### config.mk
export PLATFORM = sky130hd
export DESIGN_NAME = operand_entry
export DESIGN_NICKNAME = d
export VERILOG_FILES = /design/src/rtl/operand_entry.sv
export SDC_FILE = /design/constraint.sdc
export NUM_CORES = 1
export LEC_CHECK = 0
export CORE_ASPECT_RATIO = 2
export CORE_MARGIN = 2
export CORE_UTILIZATION = 35
export CTS_CLUSTER_SIZE = 8
export DETAILED_ROUTE_END_ITERATION = 6
export SLEW_MARGIN = 25
export SYNTH_ARGS = -nofsm -noshare
export SYNTH_HDL_FRONTEND = slang
export SYNTH_SLANG_ARGS = --single-unit
### constraint.sdc
create_clock -name clk -period 12.8 [get_ports clk]
set_input_delay 2.56 -clock clk [delete_from_list [all_inputs] [get_ports clk]]
set_output_delay 2.56 -clock clk [all_outputs]
set_load 0.05 [all_outputs]
### src/rtl/operand_entry.sv
// Keypad operand entry: keeps a 5-digit signed BCD entry for the display and
// converts it to a 32-bit two's-complement operand one digit per cycle.
module operand_entry #(
  parameter logic [3:0] MINUS_CODE = 4'hA
) (
  input  logic        clk,
  input  logic        reset,
  input  logic        key_valid,
  input  logic [3:0]  key_code,
  output logic        key_ready,
  output logic [23:0] BCD_I,
  output logic [2:0]  digit_count,
  output logic [31:0] operand,
  output logic        operand_valid
);

  typedef enum logic {IDLE = 1'b0, CONV = 1'b1} state_t;

  state_t      state_r, state_s;
  logic [19:0] mag_r, mag_s;
  logic        neg_r, neg_s;
  logic [2:0]  count_r, count_s;
  logic [16:0] acc_r, acc_s;
  logic [2:0]  idx_r, idx_s;
  logic [31:0] operand_r, operand_s;
  logic        valid_r, valid_s;
  logic        ready_r;
  logic [23:0] bcd_r;
  logic        start_s;
  logic [3:0]  cur_digit_s;
  logic [31:0] acc_ext_s;

  function automatic logic [3:0] bcd_digit(input logic [19:0] m, input logic [2:0] i);
    case (i)
      3'd0:    bcd_digit = m[3:0];
      3'd1:    bcd_digit = m[7:4];
      3'd2:    bcd_digit = m[11:8];
      3'd3:    bcd_digit = m[15:12];
      3'd4:    bcd_digit = m[19:16];
      default: bcd_digit = 4'h0;
    endcase
  endfunction

  // Next-state logic: key decode in IDLE, one BCD digit folded in per CONV cycle.
  always_comb begin
    state_s     = state_r;
    mag_s       = mag_r;
    neg_s       = neg_r;
    count_s     = count_r;
    acc_s       = acc_r;
    idx_s       = idx_r;
    operand_s   = operand_r;
    valid_s     = valid_r;
    start_s     = 1'b0;
    cur_digit_s = bcd_digit(mag_r, idx_r);
    acc_ext_s   = 32'd0;
    case (state_r)
      IDLE: begin
        if (key_valid) begin
          if (key_code <= 4'd9) begin
            if ((count_r != 3'd5) && !((count_r == 3'd0) && (key_code == 4'd0))) begin
              mag_s   = {mag_r[15:0], key_code};
              count_s = count_r + 3'd1;
              start_s = 1'b1;
            end else begin
              start_s = 1'b0;
            end
          end else begin
            case (key_code)
              4'd10: begin
                if (count_r != 3'd0) begin
                  mag_s   = {4'h0, mag_r[19:4]};
                  count_s = count_r - 3'd1;
                  start_s = 1'b1;
                  // Zero is never shown or converted as negative.
                  if (mag_s == 20'd0) begin
                    neg_s = 1'b0;
                  end else begin
                    neg_s = neg_r;
                  end
                end else begin
                  start_s = 1'b0;
                end
              end
              4'd11: begin
                if (mag_r != 20'd0) begin
                  neg_s   = ~neg_r;
                  start_s = 1'b1;
                end else begin
                  start_s = 1'b0;
                end
              end
              4'd12: begin
                mag_s     = 20'd0;
                neg_s     = 1'b0;
                count_s   = 3'd0;
                operand_s = 32'd0;
                valid_s   = 1'b1;
              end
              default: start_s = 1'b0;
            endcase
          end
        end else begin
          start_s = 1'b0;
        end
        if (start_s) begin
          state_s = CONV;
          acc_s   = 17'd0;
          idx_s   = 3'd4;
          valid_s = 1'b0;
        end else begin
          state_s = IDLE;
        end
      end
      CONV: begin
        acc_s = {acc_r[13:0], 3'b000} + {acc_r[15:0], 1'b0} + {13'd0, cur_digit_s};
        idx_s = idx_r - 3'd1;
        if (idx_r == 3'd0) begin
          acc_ext_s = {15'd0, acc_s};
          operand_s = neg_r ? (32'd0 - acc_ext_s) : acc_ext_s;
          valid_s   = 1'b1;
          state_s   = IDLE;
        end else begin
          state_s = CONV;
        end
      end
      default: state_s = IDLE;
    endcase
  end

  // State and output registers; reset also aborts any conversion in flight.
  always_ff @(posedge clk) begin
    if (reset) begin
      state_r   <= IDLE;
      mag_r     <= 20'd0;
      neg_r     <= 1'b0;
      count_r   <= 3'd0;
      acc_r     <= 17'd0;
      idx_r     <= 3'd0;
      operand_r <= 32'd0;
      valid_r   <= 1'b1;
      ready_r   <= 1'b1;
      bcd_r     <= 24'd0;
    end else begin
      state_r   <= state_s;
      mag_r     <= mag_s;
      neg_r     <= neg_s;
      count_r   <= count_s;
      acc_r     <= acc_s;
      idx_r     <= idx_s;
      operand_r <= operand_s;
      valid_r   <= valid_s;
      ready_r   <= (state_s == IDLE);
      bcd_r     <= {(neg_s ? MINUS_CODE : 4'h0), mag_s};
    end
  end

  assign key_ready     = ready_r;
  assign BCD_I         = bcd_r;
  assign digit_count   = count_r;
  assign operand       = operand_r;
  assign operand_valid = valid_r;

endmodule
# After elaboration in Yosys (flattened, before gate mapping)
# Cells that the tools add are included.
[classes]
muxes = 45
eq_ne = 18
bitwise = 3
addsub = 6
magnitude_cmp = 1
n_reduce_logical = 13
[op_table]
columns = ["cell", "count"]
rows = [
  ["2-to-1 mux 32 bit", 5],
  ["2-to-1 mux 20 bit", 5],
  ["one-hot mux 32 bit (2 select lines)", 1],
  ["one-hot mux 20 bit (2 select lines)", 1],
  ["one-hot mux 16 bit (2 select lines)", 1],
  ["one-hot mux 4 bit (5 select lines)", 1],
  ["nonzero test 20 bit", 1],
  ["2-to-1 mux 1 bit", 19],
  ["subtractor 1 x 17 -> 18 bit (first input constant)", 1],
  ["adder 17 bit", 1],
  ["adder 17 x 4 -> 17 bit", 1],
  ["zero test 16 bit", 1],
  ["2-to-1 mux 16 bit", 1],
  ["== test 4 bit (second input constant)", 3],
  ["2-to-1 mux 3 bit", 4],
  ["one-hot mux 3 bit (2 select lines)", 2],
  ["inequality test 2 x 1 -> 1 bit (second input constant)", 4],
  ["AND reduction 4 bit", 2],
  ["== test 3 x 2 -> 1 bit (second input constant)", 2],
  ["zero test 3 bit", 2],
  ["inequality test 3 x 2 -> 1 bit (second input constant)", 2],
  ["inequality test 3 bit (second input constant)", 2],
  ["one-hot mux 1 bit (2 select lines)", 3],
  ["nonzero test 3 bit", 2],
  ["14 further kinds", 19],
]
[totals]
reg_bits = 102
input_bits = 7
output_inout_bits = 61
elab_cells = 96

# Logic depth before layout (Yosys ltp)
[logic_depth]
ltp_word = 11
mapped_depth = 17
ltp_nobuf = 16

# Worst setup path after synthesis
# No wires, ideal clock.
[synth_path]
path_type = "input -> register"
from = "input port key_code[3]"
to = "register acc_r[12]"
n_path_buf = 3
required_time_ps = 12672
arrival_ps = 4428
slack_ps = 8244
setup_ps = 128
cell_stages = 10
path_cell_list = "clkbuf_1 > nand2_1 > nor4_1 > nor2_1 > o21ai_0 > a31oi_1 > clkbuf_1 > clkbuf_1 > a22oi_1 > nor2_1"
[synth_via]
elab_chain_cells = 9
word_cells_on_any_way = 13
cone_classes = "order compare (1); eq/ne (3); mux (5); reduce/logical (4)"
[synth_rtl]
columns = ["element", "line", "text"]
rows = [
  ["start, declared", "9", "input logic [3:0] key_code,"],
  ["zero test 4 bit", "61", "if ((count_r != 3'd5) && !((count_r == 3'd0) && (key_code == 4'd0))) begin"],
  ["logical AND 1 bit", "61", ""],
  ["zero test 1 bit", "61", ""],
  ["logical AND 1 bit", "61", ""],
  ["2-to-1 mux 1 bit", "61", ""],
  ["2-to-1 mux 1 bit *", "60", "if (key_code <= 4'd9) begin"],
  ["2-to-1 mux 1 bit *", "59", "if (key_valid) begin"],
  ["2-to-1 mux 1 bit *", "57", "case (state_r)"],
  ["inequality test 2 x 1 -> 1 bit (no source line) *", "n/a", ""],
  ["end signal, assigned", "149", "acc_r <= acc_s;"],
  ["end, declared", "23", "logic [16:0] acc_r, acc_s;"],
]
# Mark *: on every way between the ends. The rest lies on a longest branch, timed or not. The select of a mux whose other input is x is not followed.
# A chain may end at the register's enable or synchronous reset.

# Worst setup path after layout
[layout_path]
from = "input port key_code[2]"
to = "register count_r[2] (netlist: digit_count[2])"
[layout_via]
elab_chain_cells = 6
word_cells_on_any_way = 13
cone_classes = "order compare (1); eq/ne (4); mux (2); reduce/logical (6)"
[layout_rtl]
columns = ["element", "line", "text"]
rows = [
  ["parallel branches: the longest is 6 deep, another holds less-or-equal comparator 4 bit", "n/a", ""],
  ["end signal, assigned", "148", "count_r <= count_s;"],
  ["end, declared", "22", "logic [2:0] count_r, count_s;"],
]
# Several ways; the timed one is not identified.

==> key figures <==
Outcome
  • Status: finished, final reports clean

Floorplanning
  • Die Footprint: 13300 um2
  • Top-Level Pins: 68
  • Initial core utilization: approximately 36%
  • Num rows: 57
  • Die height: 161 um
  • CORE AREA: 12100 um2
  • Die X-Extent: between 80 and 90 um

Timing
  • Setup Total Neg Slack: 0 ns
  • Fmax: 0.176 GHz
  • Final setup viols: 0
  • Min Tclk post-route: 5.68 ns
  • Final Max Tran Viols: 0
  • Least-Margin Pin Slew: 1.04 ns
  • Slew HR: 30.6%
  • Final worst-path cycle share: 44.4%
  • Final hold vios: 0
  • RSZ-0062 raised after global routing: no
  • Final Skew: 0.0103 ns
  • Final setup margin: 7.12 ns

Setup path
  • CP Max Fanout: 25
  • Crit start category: input port
  • CP endpoint kind: flop
  • WP data arrival: between 5 and 6 ns
  • Reg2reg path depth: 16
  • Crit path required time: 13.05 ns
  • CP Class: in -> reg

Layout
  • Commonest non-fill, non-tap cell in the layout: nor2_1
  • Fin area: 5220 um2
  • Layout net count: 613
  • Layout cells sized above 1: between 5 and 6%
  • P&R area growth vs syn: 20.9%
  • Most frequent cells in the layout: nor2_1, dfxtp_1, clkdlybuf4s50_1, a22oi_1, a21oi_1
  • ANT cells: 0

Placement
  • DP Area: 4930 um2
  • Pre-CTS setup slack: 6.89 ns
  • Global placement routability congestion: 0.858
  • Post-DP HPWL: a little under 10000 um
  • I/O Buffers: 65

Power
  • Sw Share: 29.0%
  • VDD IR max: slightly below 0.1 mV
  • P_leak: 2.11 nW
  • Power density cells: 104 nW/um2
  • Internal power: 0.388 mW
  • Net Sw Power: ~0.16 mW
  • Comb pwr share: 17.1%
  • Clock power frac: 44.3%
  • Seq pwr share: 38.6%

Synth
  • Cell Area, Synth: 4320 um2
  • Post-Syn Instances: between 500 and 600
  • #FFs+latches synth: 64
  • Synth cell types: 63
  • Top FF cell, synth: dfxtp_1
  • Syn Area/Cell: 8.11 um2
  • Sequential share of the synthesized area: 29.7%
  • Synth Warn #: 0
  • EDFF count, synth: 0
  • Asr flop ratio synth: 0%

Clock tree
  • Clk_lat worst skew: 0.33 ns
  • TritonCTS clock tree: yes
  • Post-CTS sizing: 0
  • Root Driver: clkbuf_16
  • CTS Sinks: 64
  • H-tree depth: 3
  • Postcts setup bufs: 0
  • Hold_buf cts: 0
  • Clock-pin slew on the worst setup and hold paths: about 0.050 ns
  • Total CTS buffers: 9
  • Clock buffer depth: 2

GRT
  • Overall routing resource usage: roughly 20%
  • Initial antenna violation count: 0
  • Global-route wire length before repair: 20100 um
  • Congestion Overflow GR: 0
  • Vias in the first global route: roughly 4000
  • Largest net degree at the start of global routing: 55

Drt
  • Iteration count of the initial detailed-routing pass: 5
  • Antenna violation net count after detailed routing: 0
  • Total Wirelength: 12600 um
  • Iter 0 DRT Violations: 201
  • Detailed-route via count: ~4100
  • Post-route DRC: 0
  • DR vias/cell: 5.76
  • Drt wl/cell: 17.5 um

Hold path
  • Hold Path Class: reg -> reg
  • Worst hold path depth: 2

Job
  • Max-cap violations: 0
==> power groups by stage <==
stage | logic, mW | registers [mW] | clock network [mW]
floorplan | 0.0575 | 0.222 | 0
global placement | 0.0909 | 0.214 | 0
detailed placement | 0.0928 | 0.215 | 0
CTS | 0.0932 | 0.210 | 0.248
global route | 0.102 | 0.211 | 0.255
finish | 0.0932 | 0.211 | 0.242
==> through the flow <==
stage / power [mW] / util, % / hold WS [ns] / instances
after floorplan: 0.280 / - / 0.454 / 534
after global placement: 0.305 / 40.7 / 0.441 / 702
after detailed placement: 0.307 / 40.7 / 0.449 / 702
after CTS: 0.552 / 43.1 / 0.460 / 717
after global routing: 0.568 / 43.1 / 0.486 / 717
final: 0.546 / 43.1 / 0.455 / 717
==> final cells by class <==
class                      instances  area (um2)
inverter                          18        67.6
fill                            1240        6900
timing repair buffer              68         668
clock buffer                      12         246
clock inverter                     3        42.5
multi-input combinational        405        2730
sequential                        64        1280
tap                              147         184
==> critical path, stage by stage <==
cell	delay (ns)
clkdlybuf4s50_1	0.59
maj3_1	0.45
nand2_1	0.10
nand4b_1	0.65
a21o_1	0.69
or4b_2	0.73
a21oi_1	0.15
==> registers in the layout, summed over array words and instances (netlist names) <==
| register | flops |
|---|---|
| mag_r | 19 |
| digit_count | 3 |
| BCD_I | 2 |
| operand_valid | 1 |
| key_ready | 1 |
| state_r | 1 |
| acc_r | 16 |
| operand | 18 |
| idx_r | 3 |
==> Yosys cell counts, drive strengths merged, types with 2 or more instances <==
cell,count,area [um2]
or2,3,21.3
dfxtp,64,1280
xor2,10,87.6
nor4,9,62.6
a21oi,42,214
buf,20,151
nor4b,2,17.5
clkbuf,27,101
fa,2,40.0
nor3,9,45.0
or3,2,12.5
o31a,2,17.5
o41ai,2,32.5
nand3,4,20.0
a21o,6,45.0
a31oi,4,25.0
o31ai,3,22.5
a311oi,2,17.5
o21ai,26,134
nand3b,3,22.5
or4,6,48.8
a22o,2,17.5
a221o,2,20.0
a31o,3,26.3
nor2b,8,50.1
mux2i,3,30.0
nand2,35,131
xnor2,18,158
a22oi,45,338
a211oi,7,52.6
nor2,77,289
a211o,2,17.5
and3,5,31.3
ha,38,475
inv,18,67.6
a32oi,3,26.3
nand4b,2,17.5
==> cell families after synthesis <==
logic type	Yosys count	synth area share (%)
buffers and inverters	65	7.41
AO/OA/AOI/OAI	159	25.1
other	1	0.0868
XOR/XNOR	28	5.68
adder cells (fa/ha/maj)	41	12.2
flip-flops	64	29.7
multiplexers	4	0.956
AND/OR/NAND/NOR	171	18.9
==> routing by layer <==
metal  up-vias  GRT usage [%]  routed length (um)
met3        24           2.74                 464
li1       1977              -                   -
met5         -              0                   0
met4         0           8.64                 341
met2       139           38.5                7360
met1      1992           18.7                4410
==> path summary, 6_finish.rpt <==
check	start	end	slack, ns
worst max-delay path	key_code[2]	digit_count[2]	7.12
worst min-delay path	operand[13]	operand[13]	0.46
worst max register to register	idx_r[0]	operand[15]	8.17
worst min register to register	operand[13]	operand[13]	0.46
Power figures use the tool's default switching activity.
